$ cat config.mk
export PLATFORM = sky130hd
export DESIGN_NAME = io_input_scan
export DESIGN_NICKNAME = d
export VERILOG_FILES = /design/src/rtl/io_input_scan_pkg.sv /design/src/rtl/io_debounce_ch.sv /design/src/rtl/io_input_scan.sv
export SDC_FILE = /design/constraint.sdc
export NUM_CORES = 1
export LEC_CHECK = 0
export BUFFER_PORTS_ARGS = -buffer_cell sky130_fd_sc_hd__buf_2
export CORE_MARGIN = 10
export CORE_UTILIZATION = 27
export DETAILED_ROUTE_END_ITERATION = 8
export HOLD_SLACK_MARGIN = 0.15
export PLACE_DENSITY = 0.47
export SLEW_MARGIN = 20
export SYNTH_ARGS = -nofsm -noshare
export SYNTH_HDL_FRONTEND = slang
export SYNTH_SLANG_ARGS = --single-unit
$ cat constraint.sdc
create_clock -name io_clk -period 16.9 [get_ports io_clk]
set_input_delay 0 -clock io_clk [delete_from_list [all_inputs] [get_ports io_clk]]
set_output_delay 0 -clock io_clk [all_outputs]
set_load 0.005 [all_outputs]
$ cat src/rtl/io_input_scan_pkg.sv
// Shared definitions for the input-port scanner: IO window offsets and the scan FSM encoding.
package io_input_scan_pkg;

  localparam logic [5:0] IO_PORT0 = 6'b100000;
  localparam logic [5:0] IO_PORT1 = 6'b100001;
  localparam logic [5:0] IO_STAT  = 6'b100010;

  typedef enum logic [1:0] {
    S_WAIT = 2'd0,
    S_P0   = 2'd1,
    S_P1   = 2'd2
  } scan_state_e;

  // Scan FSM register, visible as one struct so checkers can bind to the state directly.
  typedef struct packed {
    scan_state_e state;
    logic [1:0]  sample_en;
  } scan_dbg_t;

endpackage

$ cat src/rtl/io_debounce_ch.sv
// One input channel: two-flop synchroniser, debounce candidate/counter, committed value and sticky change flag.
module io_debounce_ch
  import io_input_scan_pkg::*;
#(
  parameter int DB_CNT = 3,
  parameter int CW     = 8
) (
  input  logic        io_clk,
  input  logic        reset,
  input  logic [31:0] raw,
  input  logic        sample_en,
  input  logic        clr,
  output logic [31:0] stable,
  output logic        chg
);

  localparam logic [CW-1:0] CNT_MAX = CW'(DB_CNT - 1);

  logic [31:0]   sync0;
  logic [31:0]   sync1;
  logic [31:0]   cand;
  logic [CW-1:0] cnt;
  logic          set_chg;

  // A commit only flags a change when the value actually differs from what the CPU last saw.
  assign set_chg = sample_en && (sync1 == cand) && (cnt == CNT_MAX) && (cand != stable);

  always_ff @(posedge io_clk or posedge reset) begin
    if (reset) begin
      sync0  <= '0;
      sync1  <= '0;
      cand   <= '0;
      cnt    <= '0;
      stable <= '0;
      chg    <= 1'b0;
    end else begin
      sync0 <= raw;
      sync1 <= sync0;
      if (sample_en) begin
        if (sync1 != cand) begin
          cand <= sync1;
          cnt  <= '0;
        end else if (cnt == CNT_MAX) begin
          stable <= cand;
        end else begin
          cnt <= cnt + CW'(1);
        end
      end
      // Set has priority over a same-cycle read-clear so no change is ever lost.
      if (set_chg) begin
        chg <= 1'b1;
      end else if (clr) begin
        chg <= 1'b0;
      end
    end
  end

endmodule

$ cat src/rtl/io_input_scan.sv
// Round-robin scanner for two debounced input ports, with CPU read window, read-clear flags and irq.
module io_input_scan
  import io_input_scan_pkg::*;
#(
  parameter int SCAN_DIV = 4,
  parameter int DB_CNT   = 3,
  parameter int CW       = 8
) (
  input  logic        io_clk,
  input  logic        reset,
  input  logic [31:0] addr,
  input  logic        rd_en,
  input  logic        irq_en,
  input  logic [31:0] in_port0,
  input  logic [31:0] in_port1,
  output logic [31:0] io_read_data,
  output logic        irq
);

  localparam logic [CW-1:0] DIV_MAX = CW'(SCAN_DIV - 1);

  scan_dbg_t     fsm;
  logic [CW-1:0] div;
  logic [31:0]   stable0;
  logic [31:0]   stable1;
  logic          chg0;
  logic          chg1;
  logic          clr0;
  logic          clr1;
  logic          addr_unused;

  assign addr_unused = ^{addr[31:8], addr[1:0]};

  always_ff @(posedge io_clk or posedge reset) begin
    if (reset) begin
      fsm <= '{state: S_WAIT, sample_en: 2'b00};
      div <= '0;
    end else begin
      case (fsm.state)
        S_WAIT: begin
          if (div == DIV_MAX) begin
            div <= '0;
            fsm <= '{state: S_P0, sample_en: 2'b01};
          end else begin
            div <= div + CW'(1);
          end
        end
        S_P0: fsm <= '{state: S_P1, sample_en: 2'b10};
        S_P1: begin
          fsm <= '{state: S_WAIT, sample_en: 2'b00};
          div <= '0;
        end
        default: begin
          fsm <= '{state: S_WAIT, sample_en: 2'b00};
          div <= '0;
        end
      endcase
    end
  end

  io_debounce_ch #(.DB_CNT(DB_CNT), .CW(CW)) u_ch0 (
    .io_clk    (io_clk),
    .reset     (reset),
    .raw       (in_port0),
    .sample_en (fsm.sample_en[0]),
    .clr       (clr0),
    .stable    (stable0),
    .chg       (chg0)
  );

  io_debounce_ch #(.DB_CNT(DB_CNT), .CW(CW)) u_ch1 (
    .io_clk    (io_clk),
    .reset     (reset),
    .raw       (in_port1),
    .sample_en (fsm.sample_en[1]),
    .clr       (clr1),
    .stable    (stable1),
    .chg       (chg1)
  );

  // rd_en is a one-cycle strobe with no ready: every read completes in the cycle it is presented.
  assign clr0 = rd_en && (addr[7:2] == IO_PORT0);
  assign clr1 = rd_en && (addr[7:2] == IO_PORT1);

  always_comb begin
    io_read_data = '0;
    case (addr[7:2])
      IO_PORT0: io_read_data = stable0;
      IO_PORT1: io_read_data = stable1;
      IO_STAT:  io_read_data = {30'b0, chg1, chg0};
      default:  io_read_data = '0;
    endcase
  end

  always_ff @(posedge io_clk or posedge reset) begin
    if (reset) begin
      irq <= 1'b0;
    end else begin
      irq <= irq_en & (chg0 | chg1);
    end
  end

endmodule
==> qor.yml, run 1 <==
ctsResizeCount: 0
vias_per_cell: 4.27
crit_cells: 6
path_cells: "xor2_1, nor4_1, nand4_2, o21ai_2, buf_4, mux2_2"
track_usage: 0.107
critPathMaxStageDelay_ns: 0.73
dieArea_um2: 51300
area_growth_pct: 30.3
grt_pass1_vias: 7291
reg2reg_depth: 6
cts.sinks: 285
slowest_stage: "nor4_1"
r2r_start: "u_ch0.cand[11]"
path_delay_family: "simple AND/OR/NAND/NOR gates"
layout_commonest_cell: "dfrtp_1"
yosys.area.top_type: "dfrtp_1"
finalHoldViolCount: 0
syn_area_um2: 11500
cts_inserted_buffers: 31
antenna_left: 0
die_x_um: 226
seq_area_frac_synth: 0.620
grt_first_pass_wirelength_um: 42700
power.leakage_nw: 6.67
crit_fanout: 33
fmaxAchievable_ghz: 0.331
synth-simple-area-share: 0.0727
synth_compound_area_frac: 0.0287
skew_ns: 0.0238
port_buffers: 106
final_layout_size_suffix_gt1_frac: 0.278
setup_ws_ns: 13.88
synth_edf_count: 0
grt-ovfl-total: 0
start_util: 0.274
placed_cells: 1433
fin_nets: 1167
r2r-end: "u_ch0.cand[11]"
routed_wl_um: 27300
clk_pin_slew_worst_paths_ns: 0.06
final_cell_mix: "dfrtp_1 (285), dlygate4sd3_1 (135), mux2_2 (126), buf_2 (106), xnor2_1 (68)"
peakVddDrop_mv: 0.0675
synthMuxAreaShare: 0.156
power.density_nw_per_um2: 98.4
cp-start-kind: "register"
synth_cells: 804
pin_count: 133
stdcell_count: 1624
row_count: 75
fin_crit_sh: 0.179
finalSetupTns_ns: 0
drc: 0
drt-initial-drc-count: 250
ys_types: 43
antenna-diode-count: 0
finalSetupViolations: 0
root_buffer: "clkbuf_16"
syn_area_per_cell_um2: 14.3
synthAdderAreaFrac: 0.00544
cap_violations: 0
clkLatencyLatePin_ns: 0.58
slew_viol_final: 0
synth_top_area_frac: 0.620
routedWlPerCell_um: 16.8
synth-main-ff-cell: "dfrtp_1"
die_h_um: 226
htree_num_levels: 1
grt_max_degree: 151
pre_cts_ws_ns: 13.81
synthXorXnorAreaFrac: 0.101
antenna_found_initial: 0
crit_buf_inv: 1
num-fill-cells: 4117
yosys_warnings: 0
vias: 6927
crit_path_end_kind: "register"
synth_seq_cells: 285
critPathKind: "reg2reg"
synthTopCellsByArea: "dfrtp_1 (62%), mux2_2 (12%), xnor2_1 (5.2%), xor2_1 (4.9%), mux2i_1 (2.8%)"
cts_tree: "built"
tightest_slew_ns: 0.916
syn_nets: 909
arrival_ns: 3.46
synth-async-reset-ratio: 1.00
ff2ff_setup_slack_ns: 13.88
core_area_um2: 42000
rsz0062_at_grt: "false"
synth_top_family_by_area: "multiplexers"
dp_hpwl_um: 19100
fin_crit_ns: 3.02
cts_buffer_depth: 3
hold_class: "in2async"
gp_congestion: 0.743
slew_headroom: 0.390
required_ns: 17.34
fin_hold_ws_ns: 0.184
status: "finished clean"
firstDrtPassIters: 4
[power breakdown]
part	internal (mW)	switching (mW)	leakage [nW]	total (mW)
clock	0.397	0.273	0.499	0.669
sequential	0.706	0.0197	3.53	0.726
combinational	0.0456	0.0338	2.64	0.0795
total	1.15	0.326	6.67	1.47
[kinds of logic (layout without fill, tap and decap cells)]
family / after synthesis / in the layout
flip-flops: 285 / 285
multiplexers: 163 / 163
AND/OR/NAND/NOR: 148 / 148
XOR/XNOR: 133 / 133
AO/OA/AOI/OAI: 43 / 43
buffers and inverters: 27 / 308
adder cells (fa/ha/maj): 5 / 5
[synthesized netlist by cell type (6+ instances only)]
| cell | instances |
|---|---|
| mux2i_1 | 32 |
| nand4_1 | 16 |
| o21ai_0 | 9 |
| nor2_1 | 47 |
| buf_6 | 9 |
| a22o_1 | 6 |
| dfrtp_1 | 285 |
| xnor2_1 | 68 |
| nor4_1 | 20 |
| xor2_1 | 65 |
| o31ai_1 | 8 |
| mux2_2 | 126 |
| nand3_1 | 9 |
| nor2b_1 | 7 |
| a32o_1 | 6 |
| nand2_1 | 14 |
| clkbuf_1 | 10 |
| and3_1 | 7 |
[worst max-delay path by stage]
stage / startpoint / end
4_1_cts: u_ch0.cand[11] / u_ch0.cand[0]
3_3_place_gp: u_ch0.cand[11] / u_ch0.cand[10]
6_report: u_ch0.cand[11] / u_ch0.cand[11]
5_1_grt: u_ch0.cand[9] / u_ch0.cand[0]
3_5_place_dp: u_ch0.cand[11] / u_ch0.cand[0]
2_1_floorplan: reset / div[0]
[cell type report]
class | instances | area, µm² | area share
inverters | 5 | 26.3 | 0.00175
well taps | 539 | 674 | 0.0450
clock buffers | 43 | 891 | 0.0595
multi-input cells | 492 | 4190 | 0.280
repair buffers | 247 | 1940 | 0.129
clock inverters | 13 | 130 | 0.00869
flip-flops and latches | 285 | 7130 | 0.476
[sequential cells by signal (all words and copies together), names as in the netlist]
signal and flops:
div 8, u_ch1.stable 32, u_ch0.sync0 32, irq 1, u_ch1.sync0 32, u_ch1.sync1 32, u_ch0.sync1 32, u_ch0.cand 32
u_ch1.cnt 8, u_ch0.chg 1, u_ch1.chg 1, u_ch0.stable 32, fsm 2, u_ch0.cnt 8, u_ch1.cand 32
[worst min-delay path, delay by kind of cell]
family	cells	cell delay [ns]
buffers and inverters	3	1.28
[stage by stage]
stage	cell area, µm²	power [mW]	util
final	15000	1.47	0.356
after global routing	15000	1.54	0.356
after CTS	15000	1.50	0.356
after detailed placement	12600	0.797	0.300
after global placement	12600	0.796	0.300
after floorplan	11500	0.770	-
[metal layers]
layer,wire [µm],track usage,vias to the layer above
met1,13200,0.152,3442
li1,-,-,3329
met4,501,0.0292,0
met2,12300,0.164,120
met3,1410,0.0202,36
met5,0,0,-
[timing repair]
item	4_1_cts	5_1_grt
setup endpoints to repair	0	0
hold buffers	135	0
buffers inserted	0	0
endpoints found under the hold margin	202	0
Power figures use the tool's default switching activity.
==> inputs of run 2 (changes only) <==
--- a/config.mk
+++ b/config.mk
@@ -5,6 +5,7 @@
 export SDC_FILE = /design/constraint.sdc
 export NUM_CORES = 1
 export LEC_CHECK = 0
+export ABC_AREA = 1
 export BUFFER_PORTS_ARGS = -buffer_cell sky130_fd_sc_hd__buf_2
 export CORE_MARGIN = 10
 export CORE_UTILIZATION = 27
==> constraint.sdc (replaced) <==
create_clock -name io_clk -period 3.15 [get_ports io_clk]
set_input_delay 0 -clock io_clk [delete_from_list [all_inputs] [get_ports io_clk]]
set_output_delay 0 -clock io_clk [all_outputs]
set_load 0.005 [all_outputs]
==> run 2 against run 1 <==
  * Synthesized cell count increased by 99%
  * Area after synthesis up 15%
  * Largest power group is now clock
  * Critical endpoint is now u_ch1.stable[20]
  * Worst hold slack lost 0.013 ns
==> qor.yml, run 2 <==
final_area_um2: 16800  # +12%
drc: 0  # unchanged
status: "finished clean"
root_buffer: "clkbuf_16"
yosys.area.top_type: "dfrtp_1"
skew_ns: 0.0210  # -0.00282 ns
fin_hold_ws_ns: 0.171  # -0.0130 ns
area_growth_pct: 27.2
grt_max_degree: 85  # -44%
clkLatencyLatePin_ns: 0.53  # -0.05 ns
crit_top_cell: "nand2_1"
power.density_nw_per_um2: 511  # +420%
grt_first_pass_wirelength_um: 57400  # +34%
synth_edf_count: 0  # unchanged
fin_crit_ns: 2.24  # -0.779 ns
required_ns: 3.60  # -13.74 ns
pin_count: 133  # unchanged
cts.sinks: 285  # unchanged
yosys_warnings: 0  # unchanged
die_x_um: 241  # +6.6%
place_area_um2: 14400  # +14%
final_cell_mix: "nand2_1 (679), dfrtp_1 (285), inv_1 (192), dlygate4sd3_1 (131), buf_2 (106)"
synth-async-reset-ratio: 1.00  # unchanged
vias_per_cell: 4.20  # -1.5%
postCtsSetupBuffers: 0  # unchanged
dp_hpwl_um: 24800  # +30%
finalSetupViolations: 0  # unchanged
htree_num_levels: 2  # +1
slowest_stage: "dfrtp_1"
seq_area_frac_synth: 0.539  # -0.0814
cts_tree: "built"
slew_headroom: 0.431  # +0.0413
track_usage: 0.124  # +0.0165
synth_common_cells: "nand2_1 (679), dfrtp_1 (285), inv_1 (193)"
cap_violations: 0  # unchanged
crit_path_end_kind: "register"
path_cells: "inv_1, nand2_1, nand2_1, nor2_1, nand2_1, nor2_1, nand2_2, nor2_8, buf_4, nand4_1, nand2_1"
routedWlPerCell_um: 14.1  # -16%
seqCellArea_um2: 7130  # unchanged
finish.utilization: 0.345  # -0.0109
syn_area_um2: 13200  # +15%
fin_nets: 1933  # +66%
critPathMaxStageDelay_ns: 0.45  # -0.28 ns
rsz0062_at_grt: "false"
synth_top_area_frac: 0.539  # -0.0814
start_util: 0.272  # -0.00199
multi_input_area_um2: 4930  # +18%
row_count: 81  # +8.0%
cts_inserted_buffers: 34  # +9.7%
clk_pin_slew_worst_paths_ns: 0.06  # about the same
antenna_left: 0  # unchanged
fmaxAchievable_ghz: 0.446  # +35%
drt-initial-drc-count: 752  # +200%
slew_viol_final: 0  # unchanged
synth-main-ff-cell: "dfrtp_1"
power.leakage_nw: 8.56  # +28%
finalSetupTns_ns: 0  # unchanged
peakVddDrop_mv: 0.319  # +370%
arrival_ns: 2.69  # -0.77 ns
yosysMostFrequentCell: "nand2_1"
fin_crit_sh: 0.712  # +0.533
core_area_um2: 48700  # +16%
dieArea_um2: 58300  # +14%
crit_fanout: 26  # -21%
layout_commonest_cell: "nand2_1"
grt_pass1_vias: 10480  # +44%
final_layout_size_suffix_gt1_frac: 0.107  # -0.171
synth_cells: 1602  # +99%
num-fill-cells: 5046  # +23%
hold_class: "in2reg"
gp_congestion: 0.816  # +9.9%
die_h_um: 241  # +6.6%
synthTopCellsByArea: "dfrtp_1 (54%), nand2_1 (19%), inv_1 (5.5%), nand4_1 (4.5%), xnor2_1 (4.4%)"
firstDrtPassIters: 5  # +1
port_buffers: 106  # unchanged
power_mw: 8.61  # +480%
routed_wl_um: 35500  # +30%
vias: 10559  # +52%
antenna-diode-count: 0  # unchanged
ys_types: 32  # -26%
syn_area_per_cell_um2: 8.26  # -42%
finalHoldViolCount: 0  # unchanged
cts_buffer_depth: 3  # unchanged
tightest_slew_ns: 0.852  # -0.0640 ns
critPathKind: "reg2reg"
synth_seq_cells: 285  # unchanged
grt-ovfl-total: 0  # unchanged
cp-start-kind: "register"
syn_nets: 1707  # +88%
antenna_found_initial: 1  # +1
==> run 2: changes by cell type in the layout (fill, tap and decap cells not counted), moves of 8 or more <==
cell and delta:
inv_1 +189, nor4_1 -18, nand4_1 +80, nand2_1 +665, mux2i_1 -32, buf_4 +12
nor2_1 +52, o22ai_1 +10, mux2_2 -126, xor2_1 -35, o31ai_1 -8, o21ai_0 +23
==> run 2: path summary, 6_finish.rpt <==
path	start	slack, ns	cells past startpoint	to
setup reg to reg	u_ch1.cand[23]	0.91	11	u_ch1.stable[20]
hold reg to reg	u_ch1.sync0[2]	0.34	0	u_ch1.sync1[2]
min in group asynchronous	reset	0.64	4	u_ch1.sync0[9]
max in group asynchronous	reset	1.34	5	u_ch0.sync1[22]
hold / removal	in_port0[8]	0.17	2	u_ch0.sync0[8]
setup / recovery	u_ch1.cand[23]	0.91	11	u_ch1.stable[20]
==> run 2: area by class of cell <==
cell class / instances / area share
clock buffers: 39 / 0.0534
well taps: 664 / 0.0493
clock inverters: 19 / 0.0163
repair buffers: 257 / 0.121
flip-flops and latches: 285 / 0.424
inverters: 196 / 0.0439
multi-input cells: 1054 / 0.293
==> run 2: kinds of logic (layout without fill, tap and decap cells) <==
| logic type | after synthesis | in the layout | synth area share |
|---|---|---|---|
| AND/OR/NAND/NOR | 900 | 900 | 0.280 |
| adder cells (fa/ha/maj) | 5 | 5 | 0.00473 |
| XOR/XNOR | 96 | 96 | 0.0635 |
| flip-flops | 285 | 285 | 0.539 |
| buffers and inverters | 263 | 511 | 0.0886 |
| AO/OA/AOI/OAI | 53 | 53 | 0.0240 |
==> run 2: power by group <==
part	internal (mW)	switching (mW)
Combinational	0.275	0.267
Clock	2.55	1.58
Sequential	3.79	0.141
Total	6.62	1.99
==> run 2: per-layer routing <==
metal | part of all wire | up-vias | global-route usage
li1 | - | 5348 | -
met1 | 0.47 | 4984 | 0.165
met2 | 0.47 | 183 | 0.204
met4 | 0.021 | 0 | 0.0343
met3 | 0.039 | 44 | 0.0209
met5 | 0 | - | 0
==> run 2: metrics by stage <==
| step | instances | worst slack (ns) |
|---|---|---|
| after floorplan | 1602 | -0.627 |
| after global placement | 2325 | 0.918 |
| after detailed placement | 2325 | 0.895 |
| after CTS | 2514 | 0.876 |
| after global routing | 2514 | 0.676 |
| final | 2514 | 0.908 |
==> run 2: worst max-delay path: cells and delay by family, from the launching register on <==
family / cells / cell delay, ns
buffers and inverters: 2 / 0.38
flip-flops: 1 / 0.45
AND/OR/NAND/NOR: 9 / 1.33
==> run 2: repair_timing <==
item,4_1_cts,5_1_grt
hold endpoints to repair,292,0
hold buffers,131,0
gates resized for setup,0,0
==> inputs of run 3 (changes only) <==
==> constraint.sdc (replaced) <==
create_clock -name io_clk -period 2.2 [get_ports io_clk]
set_input_delay 0 -clock io_clk [delete_from_list [all_inputs] [get_ports io_clk]]
set_output_delay 0 -clock io_clk [all_outputs]
set_load 0.005 [all_outputs]
==> run 3 against run 2 <==
  * Utilization increased by 0.83 points
  * Sequential cell count is the same
  * Sequential power up 42%
  * Worst setup slack worse by 0.69 ns
  * Total power increased by 50%
  * Cell count increased by 1.4%
  * Register-to-register slack got worse by 0.69 ns
  * Cell area up 2.4%
  * Fmax increased by 13%
  * Largest cell class unchanged
==> qor.yml, run 3 (synthesis gave the netlist of run 2 again) <==
status: "finished clean"
cts_tree: "built"
dieArea_um2: 58300  # unchanged
critical_path.startpoint: "u_ch0.cand[22]"
grt_max_degree: 128  # +51%
clock_power_share: 0.500  # +0.020
slew_headroom: 0.518  # +0.0872
critPathKind: "reg2reg"
fin_crit_sh: 0.901  # +0.190
vias: 10715  # +1.5%
pre_cts_ws_ns: 0.0805  # -0.814 ns
fin_nets: 1965  # +1.7%
routed_wl_um: 36200  # +2.0%
drt-initial-drc-count: 774  # +2.9%
track_usage: 0.124  # +0.000234
setup_ws_ns: 0.217  # -0.691 ns
r2r_start: "u_ch0.cand[22]"
arrival_ns: 2.43  # -0.26 ns
die_h_um: 241  # unchanged
tightest_slew_ns: 0.723  # -0.129 ns
port_buffers: 106  # unchanged
required_ns: 2.65  # -0.95 ns
grt_pass1_vias: 10619  # +1.3%
final_layout_size_suffix_gt1_frac: 0.125  # +0.0176
crit_path_end: "u_ch0.chg"
slowest_stage: "dfrtp_1"
antenna_left: 0  # unchanged
r2r-end: "u_ch0.chg"
vias_per_cell: 4.20  # about the same
crit_path_end_kind: "register"
slew_viol_final: 0  # unchanged
cp-start-kind: "register"
antenna_found_initial: 0  # -1
crit_buf_inv: 2  # unchanged
cts_buffer_depth: 3  # unchanged
clk_pin_slew_worst_paths_ns: 0.06  # about the same
area_growth_pct: 30.3
gp_congestion: 0.828  # +1.5%
finalSetupTns_ns: 0  # unchanged
fin_hold_ws_ns: 0.158  # -0.0135 ns
finish.utilization: 0.354  # +0.00829
crit_cells: 11  # unchanged
hold_class: "in2reg"
rsz0062_at_grt: "false"
power.switching_mw: 2.89  # +46%
power.leakage_nw: 8.78  # +2.5%
num-fill-cells: 4997  # -0.97%
drc: 0  # unchanged
finalHoldViolCount: 0  # unchanged
worstHoldPathCells: 2  # unchanged
die_x_um: 241  # unchanged
routedWlPerCell_um: 14.2  # +0.58%
grt_first_pass_wirelength_um: 57400  # about the same
path_cells: "inv_1, nand2_1, nand2_1, nor2_1, nand2_1, nor2_1, nand2_2, nor2_8, buf_4, nand4_1, nand2_1"
path_delay_family: "simple AND/OR/NAND/NOR gates"
p_int_mw: 10.0  # +51%
fin_crit_ns: 1.98  # -0.259 ns
cts.sinks: 285  # unchanged
grt-ovfl-total: 0  # unchanged
clkLatencyLatePin_ns: 0.52  # about the same
seq_power_share: 0.434  # -0.023
layout_commonest_cell: "nand2_1"
crit_fanout: 17  # -35%
pin_count: 133  # unchanged
dp_hpwl_um: 24900  # +0.47%
fmaxAchievable_ghz: 0.504  # +13%
firstDrtPassIters: 5  # unchanged
skew_ns: 0.0169  # -0.00405 ns
power.density_nw_per_um2: 748  # +46%
critPathMaxStageDelay_ns: 0.41  # -0.04 ns
root_buffer: "clkbuf_16"
peakVddDrop_mv: 0.475  # +49%
final_cell_mix: "nand2_1 (679), dfrtp_1 (285), inv_1 (192), dlygate4sd3_1 (129), buf_2 (106)"
finalSetupViolations: 0  # unchanged
start_util: 0.272  # unchanged
core_area_um2: 48700  # unchanged
p_sw_frac: 0.224  # -0.00665
row_count: 81  # unchanged
ff2ff_setup_slack_ns: 0.22  # -0.69 ns
min_from: "in_port0[19]"
cap_violations: 0  # unchanged
htree_num_levels: 2  # unchanged
antenna-diode-count: 0  # unchanged
combPwrFrac: 0.066  # +0.003
crit_top_cell: "nand2_1"
cts_inserted_buffers: 35  # +2.9%
reg2reg_depth: 11  # unchanged
[run 3: cell types whose count changed in the layout (fill, tap and decap cells not counted), sizes merged, moves of 2 or more]
| cell | before | now |
|---|---|---|
| buf | 126 | 157 |
| dlygate4sd3 | 131 | 129 |
| clkbuf | 39 | 44 |
| bufinv | 6 | 8 |
| nor2 | 105 | 107 |
[run 3: layout make-up]
type                            instances  area [µm²]  share of cell area
Clock buffer                           44         992              0.0575
Clock inverter                         19         314              0.0182
Inverter                              196         739              0.0429
Multi-Input combinational cell       1056        4960               0.287
Sequential cell                       285        7130               0.414
Tap cell                              664         831              0.0482
Timing Repair Buffer                  286        2280               0.132
[run 3: how the worst min path moves through the flow]
stage	endpoint	slack, ns
2_1_floorplan	u_ch0.sync0[0]	0.03
3_3_place_gp	u_ch1.sync1[9]	-0.01
3_5_place_dp	u_ch1.sync1[8]	-0.008
4_1_cts	u_ch0.sync0[19]	0.15
5_1_grt	u_ch0.sync0[5]	0.16
6_report	u_ch0.sync0[19]	0.16
[run 3: repair_timing]
| action | in CTS | in global routing |
|---|---|---|
| hold endpoints to repair | 352 | 0 |
| hold buffers | 129 | 0 |
| gates resized for setup | 0 | 2 |
| setup buffers | 0 | 0 |
| setup endpoints to repair | 0 | 49 |
[run 3: per-layer routing]
metal	track usage	vias to the layer above	share of wire
met5	0	-	0
met4	0.0366	0	0.023
met3	0.0202	57	0.044
met2	0.196	185	0.46
met1	0.171	5053	0.47
li1	-	5420	-
[run 3: power groups by stage]
stage	combinational (mW)	sequential, mW	clock (mW)
global route	0.976	5.62	6.89
global placement	0.685	5.69	0
CTS	0.873	5.60	6.66
finish	0.851	5.60	6.44
floorplan	0.458	5.64	0
detailed placement	0.690	5.69	0
[run 3: metrics by stage]
step / total power [mW] / cell area [µm²] / cells
2_1_floorplan: 6.09 / 13200 / 1602
3_3_place_gp: 6.38 / 14600 / 2356
3_5_place_dp: 6.38 / 14600 / 2356
4_1_cts: 13.1 / 17200 / 2548
5_1_grt: 13.5 / 17200 / 2550
6_report: 12.9 / 17200 / 2550
